**src/rtl/hc595_ctrl.sv**
```systemverilog
// Serial driver for two cascaded 74HC595 shift registers.
// Sends the 16-bit frame {seg, sel} MSB first whenever the inputs change
// (or once after reset), then pulses the storage latch.
module hc595_ctrl #(
  parameter int unsigned DIV = 24
) (
  input  logic       clk,
  input  logic       rst_n,
  input  logic [7:0] seg,
  input  logic [7:0] sel,
  output logic       ds,
  output logic       shcp,
  output logic       stcp,
  output logic       oe_n,
  output logic       busy
);

  localparam int unsigned FRAME_W = 16;
  localparam int unsigned CNT_W   = 4;
  localparam int unsigned DIV_W   = 8;

  localparam logic [DIV_W-1:0] DIV_MAX  = DIV_W'(DIV);
  localparam logic [CNT_W-1:0] LAST_BIT = CNT_W'(FRAME_W - 1);

  typedef enum logic [1:0] {
    IDLE  = 2'd0,
    SHIFT = 2'd1,
    LATCH = 2'd2
  } state_t;

  state_t               state_q, state_d;
  logic [FRAME_W-1:0]   shreg_q, shreg_d;
  logic [FRAME_W-1:0]   frame_q, frame_d;
  logic [FRAME_W-1:0]   last_q,  last_d;
  logic [DIV_W-1:0]     div_q,   div_d;
  logic [CNT_W-1:0]     cnt_q,   cnt_d;
  logic                 phase_q, phase_d;
  logic                 force_q, force_d;
  logic                 ds_q,    ds_d;
  logic                 shcp_q,  shcp_d;
  logic                 stcp_q,  stcp_d;
  logic                 oe_n_q,  oe_n_d;
  logic                 busy_q,  busy_d;

  logic [FRAME_W-1:0]   frame_in_c;
  logic                 tick_c;

  assign frame_in_c = {seg, sel};
  assign tick_c     = (state_q != IDLE) && (div_q == DIV_MAX);

  // Next-state and next-output logic; every register holds unless a tick or start acts on it.
  always_comb begin
    state_d = state_q;
    shreg_d = shreg_q;
    frame_d = frame_q;
    last_d  = last_q;
    div_d   = div_q;
    cnt_d   = cnt_q;
    phase_d = phase_q;
    force_d = force_q;
    ds_d    = ds_q;
    shcp_d  = shcp_q;
    stcp_d  = stcp_q;
    oe_n_d  = oe_n_q;
    busy_d  = busy_q;

    if (state_q != IDLE) begin
      div_d = tick_c ? '0 : DIV_W'(div_q + DIV_W'(1));
    end

    unique case (state_q)
      IDLE: begin
        // Start when the pattern changed since the last latch, or on the first frame after reset.
        if ((frame_in_c != last_q) || force_q) begin
          shreg_d = frame_in_c;
          frame_d = frame_in_c;
          div_d   = '0;
          cnt_d   = '0;
          phase_d = 1'b0;
          force_d = 1'b0;
          busy_d  = 1'b1;
          state_d = SHIFT;
        end
      end

      SHIFT: begin
        if (tick_c) begin
          if (!phase_q) begin
            // Tick A: present the next bit with the shift clock low.
            ds_d    = shreg_q[FRAME_W-1];
            shcp_d  = 1'b0;
            phase_d = 1'b1;
          end else begin
            // Tick B: rising shift clock, then advance to the next bit.
            shcp_d  = 1'b1;
            shreg_d = {shreg_q[FRAME_W-2:0], 1'b0};
            cnt_d   = CNT_W'(cnt_q + CNT_W'(1));
            phase_d = 1'b0;
            if (cnt_q == LAST_BIT) begin
              state_d = LATCH;
            end
          end
        end
      end

      LATCH: begin
        if (tick_c) begin
          if (!phase_q) begin
            // Drop the shift clock in the same tick the latch clock rises, never overlapping.
            shcp_d  = 1'b0;
            stcp_d  = 1'b1;
            phase_d = 1'b1;
          end else begin
            stcp_d  = 1'b0;
            last_d  = frame_q;
            oe_n_d  = 1'b0;
            busy_d  = 1'b0;
            phase_d = 1'b0;
            state_d = IDLE;
          end
        end
      end

      default: begin
        state_d = IDLE;
      end
    endcase
  end

  // State and output registers; reset aborts any transfer in flight.
  always_ff @(posedge clk or negedge rst_n) begin
    if (!rst_n) begin
      state_q <= IDLE;
      shreg_q <= '0;
      frame_q <= '0;
      last_q  <= '0;
      div_q   <= '0;
      cnt_q   <= '0;
      phase_q <= 1'b0;
      force_q <= 1'b1;
      ds_q    <= 1'b0;
      shcp_q  <= 1'b0;
      stcp_q  <= 1'b0;
      oe_n_q  <= 1'b1;
      busy_q  <= 1'b0;
    end else begin
      state_q <= state_d;
      shreg_q <= shreg_d;
      frame_q <= frame_d;
      last_q  <= last_d;
      div_q   <= div_d;
      cnt_q   <= cnt_d;
      phase_q <= phase_d;
      force_q <= force_d;
      ds_q    <= ds_d;
      shcp_q  <= shcp_d;
      stcp_q  <= stcp_d;
      oe_n_q  <= oe_n_d;
      busy_q  <= busy_d;
    end
  end

  assign ds   = ds_q;
  assign shcp = shcp_q;
  assign stcp = stcp_q;
  assign oe_n = oe_n_q;
  assign busy = busy_q;

endmodule
```
**config.mk**
```make
export PLATFORM = sky130hd
export DESIGN_NAME = hc595_ctrl
export DESIGN_NICKNAME = d
export VERILOG_FILES = /design/src/rtl/hc595_ctrl.sv
export SDC_FILE = /design/constraint.sdc
export NUM_CORES = 1
export LEC_CHECK = 0
export CORE_UTILIZATION = 53
export DETAILED_ROUTE_END_ITERATION = 10
export PLACE_DENSITY = 0.76
export SYNTH_ARGS = -nofsm -noshare
export SYNTH_HDL_FRONTEND = slang
export SYNTH_SLANG_ARGS = --single-unit
export TNS_END_PERCENT = 100
```
**constraint.sdc**
```tcl
create_clock -name clk -period 2.5 [get_ports clk]
set_input_delay 0.5 -clock clk [delete_from_list [all_inputs] [get_ports clk]]
set_output_delay 0.5 -clock clk [all_outputs]
set_load 0.01 [all_outputs]
```
==> impl_results.md <==
- Share of total power in combinational logic: 37.0%
- Number of design rule violations left after detail routing: 0
- Clock Skew: 6.16 ps
- Area enclosed by the die boundary: 0.00669 mm2
- Net count after synthesis: 289
- Delay-heaviest family, CP: compound AO/OA/AOI/OAI gates
- Cell taking the most area after synthesis: sky130_fd_sc_hd__dfrtp_1
- Final count of hold timing violations: 0
- Prevailing post-synth register cell: sky130_fd_sc_hd__dfrtp_1
- Clock share of power: 24.1%
- Area growth from synthesis to layout: 22.0%
- Die H: 81.8 um
- Number of antenna violations at the first check in global routing: 0
- Detailed placement HPWL: 4.65 mm
- Cells taking the most area after synthesis: sky130_fd_sc_hd__dfrtp_1 50%, sky130_fd_sc_hd__mux2_2 18%, sky130_fd_sc_hd__mux2_4 4.0%, sky130_fd_sc_hd__xnor2_1 3.1%, sky130_fd_sc_hd__xor2_1 2.9%
- Reg2reg start: last_q[8]
- Setup slack of the worst register-to-register path: 190 ps
- Shortest clock period the worst path allows after layout: 2440 ps
- FFs w/ async S/R, synth: 100%
- Clock Sinks: 69
- LEAKAGE: 1.95 nW
- Arrival time at the worst endpoint: 2680 ps
- Post-synth EDFFs: 0
- CP max stage cell: sky130_fd_sc_hd__clkdlybuf4s50_1
- Ant diodes: 0
- Share of the synthesized area in the top cell type: 49.7%
- Required time of the critical path: 2730 ps
- Switching component of the power: 1.23 mW
- Global-route wire length before repair: 11.1 mm
- Post-Route Utilization: 68.3%
- Depth of the CTS H-tree: 3
- Max FO, Critical Path: 14
- Share of cells above drive strength 1: 36.1%
- Placed instance count: 382
- Part of the power in registers: 38.9%
- Count of filler cells inserted in the layout: 448
- Max-slew violation count: 0
- Switching share of power: 30.1%
- Skew-Pair Late Insertion Delay: 350 ps
- Startpoint kind of the worst setup timing path: input pin
- Library cells used by synthesis: 47
- DRT Wirelength: 6.52 mm
- Yosys warns: 0
- Number of buffer cells added on primary ports: 22
- Via total after detailed routing: 2161
- Mean number of vias per cell: 5.42
- Iteration-0 DRC Markers: 80
- Core Footprint: 0.00603 mm2
- Via count of the first global-routing pass: 2266
- Cell count after synthesis: 265
- Number of cells on the critical path: 7
- Max Clock Freq: 0.410 GHz
- Number of buffers on the longest clock path: 2
- Max-cap viol count: 0
- Total clock buffers created by CTS: 9
- Maximum vdd ir drop: 0.000658 V
- Slew at the pin closest to its max-slew limit: 590 ps
- Clock edge transition at the registers on the reported setup and hold paths: 70 ps
- CP endpoint kind: flip-flop
- Post-synthesis register bit count: 69
- Final number of setup-violating endpoints: 0
- Final antenna-violating net count: 0
- Number of buffer and inverter instances along the worst setup path: 2
- CP Cell Sequence: clkdlybuf4s50_1 -> xor2_1 -> a2111o_1 -> or3_4 -> o31a_1 -> buf_12 -> mux2_4
- Part of the Yosys area used for sequential elements: 51.3%
- Period Utilization, post-route: 97.7%
- Synth Area per Inst: 12.7 um2
- Pin count of the biggest net entering global routing: 46
- Cell Area, Synth: 0.00337 mm2
- Horizontal extent of the die: 81.8 um
- Count of nets after finishing: 343
- Cell Pwr Density: 996 mW/mm2
- Number of placement rows: 28
- Worst reg2reg endpoint: shreg_q[10]
- Initial DRT Pass Iterations: 4
- Overall track demand over capacity in global routing: 22.9%
- Clock Tree Root: sky130_fd_sc_hd__clkbuf_8
- Post-route insts no fill: 399
- Global-route congestion overflow total: 0
- I/O Pins: 23
- Worst slew margin relative to its limit: 60.7%
- Run status: finished, final reports clean
- Routability cong.: 0.800
- Path class of the lowest-slack min-delay path: in2async
- Post-route worst hold slack: 146 ps
- Worst reg2reg path depth: 6
- Cell internal power dissipation: 2.86 mW
- CTS tree: built
- Maximum single-stage delay on the critical path: 430 ps
- Number of buffers added to fix hold violations after cts: 0
- Initial Utilization: 56.0%
- Mean routed wirelength per cell: 16.3 um
- Crit path kind: in2reg
## stage by stage
stage / cell area, um2 / setup slack, ps / setup TNS [ps] / power, mW
floorplan: 3370 / 135 / 0 / 2.69
global placement: 3880 / -289 / -9760 / 3.05
detailed placement: 3880 / -306 / -10370 / 3.13
CTS: 4090 / 51.0 / 0 / 4.12
global route: 4110 / -9.67 / -26.1 / 4.33
finish: 4110 / 58.0 / 0 / 4.10
## power groups by stage
stage	clock, mW	sequential, mW	combinational, mW
5_1_grt	1.05	1.63	1.65
2_1_floorplan	0	1.55	1.14
3_3_place_gp	0	1.59	1.46
6_report	0.987	1.59	1.51
4_1_cts	1.00	1.60	1.52
3_5_place_dp	0	1.61	1.52
## cell usage after synthesis (2+ instances only)
cell type / n
sky130_fd_sc_hd__inv_1: 11
sky130_fd_sc_hd__a221o_1: 2
sky130_fd_sc_hd__clkbuf_1: 4
sky130_fd_sc_hd__o21ai_0: 8
sky130_fd_sc_hd__and3_1: 4
sky130_fd_sc_hd__a21o_1: 2
sky130_fd_sc_hd__mux2i_1: 2
sky130_fd_sc_hd__and2_1: 7
sky130_fd_sc_hd__nor4_1: 3
sky130_fd_sc_hd__a22o_1: 2
sky130_fd_sc_hd__xnor2_1: 12
sky130_fd_sc_hd__dfrtp_1: 67
sky130_fd_sc_hd__mux2_2: 53
sky130_fd_sc_hd__nor3_1: 4
sky130_fd_sc_hd__a41o_1: 2
sky130_fd_sc_hd__nand2_1: 11
sky130_fd_sc_hd__nand4_1: 5
sky130_fd_sc_hd__nand3_1: 5
sky130_fd_sc_hd__xor2_1: 11
sky130_fd_sc_hd__ha_1: 6
sky130_fd_sc_hd__dfstp_2: 2
sky130_fd_sc_hd__buf_2: 2
sky130_fd_sc_hd__nor2_1: 8
sky130_fd_sc_hd__mux2_4: 9
## routing by layer
metal | track usage [%] | up-vias | part of all wire [%]
li1 | - | 1054 | -
met1 | 29.8 | 1074 | 46
met2 | 36.7 | 23 | 50
met3 | 4.11 | 10 | 2.1
met4 | 11.1 | 0 | 1.8
met5 | 0 | - | 0
## kinds of logic after synthesis
group / count (synthesis) / share of synthesized area [%]
flip-flops: 69 / 51.3
AND/OR/NAND/NOR: 54 / 8.68
XOR/XNOR: 23 / 5.97
AO/OA/AOI/OAI: 28 / 6.31
adder cells (fa/ha/maj): 6 / 2.23
buffers and inverters: 21 / 3.23
multiplexers: 64 / 22.3
## layout make-up
class	count	area, um2	share of cell area (%)
clock inverters	7	90.1	2.19
well taps	75	93.8	2.28
multi-input cells	175	1550	37.6
clock buffers	9	124	3.01
flip-flops and latches	69	1730	42.0
inverters	11	41.3	1.00
repair buffers	53	488	11.9
## how the worst max path moves through the flow
stage / from / slack, ps / to
finish: sel[7] / 60 / shreg_q[10]
global route: sel[7] / -10 / shreg_q[15]
CTS: seg[0] / 50 / frame_q[12]
detailed placement: seg[0] / -310 / shreg_q[10]
global placement: seg[0] / -290 / shreg_q[2]
floorplan: state_q[0] / 140 / shreg_q[10]
## repair_timing
item,CTS,global route
resized for setup,0,3
buffers inserted,0,1
endpoints found under the setup margin,0,27
## cells in the final DEF, fill, tap and decap left out, types with 2 or more instances in the layout
cell type,netlist,final
sky130_fd_sc_hd__clkinv_2,0,3
sky130_fd_sc_hd__clkinvlp_4,0,2
sky130_fd_sc_hd__mux2_4,9,9
sky130_fd_sc_hd__ha_1,6,6
sky130_fd_sc_hd__and3_1,4,4
sky130_fd_sc_hd__xor2_1,11,11
sky130_fd_sc_hd__a21o_1,2,2
sky130_fd_sc_hd__dfstp_2,2,2
sky130_fd_sc_hd__nor4_1,3,2
sky130_fd_sc_hd__o21ai_0,8,8
sky130_fd_sc_hd__buf_12,1,3
sky130_fd_sc_hd__bufinv_16,0,2
sky130_fd_sc_hd__mux2i_1,2,2
sky130_fd_sc_hd__a221o_1,2,2
sky130_fd_sc_hd__inv_1,11,11
sky130_fd_sc_hd__and2_1,7,7
sky130_fd_sc_hd__dfrtp_1,67,67
sky130_fd_sc_hd__xnor2_1,12,12
sky130_fd_sc_hd__clkbuf_8,0,9
sky130_fd_sc_hd__a41o_1,2,2
sky130_fd_sc_hd__nor3_1,4,4
sky130_fd_sc_hd__nand3_1,5,5
sky130_fd_sc_hd__nand2_1,11,11
sky130_fd_sc_hd__nand4_1,5,5
sky130_fd_sc_hd__mux2_2,53,53
sky130_fd_sc_hd__nor2_1,8,8
sky130_fd_sc_hd__buf_4,1,28
sky130_fd_sc_hd__a22o_1,2,2
sky130_fd_sc_hd__clkdlybuf4s50_1,0,20
## flip-flops by register name, indices dropped and copies added (netlist names), 2 cells and up
| signal | count |
|---|---|
| frame_q | 16 |
| div_q | 8 |
| cnt_q | 4 |
| state_q | 2 |
| last_q | 16 |
| shreg_q | 16 |
Power figures use the tool's default switching activity.
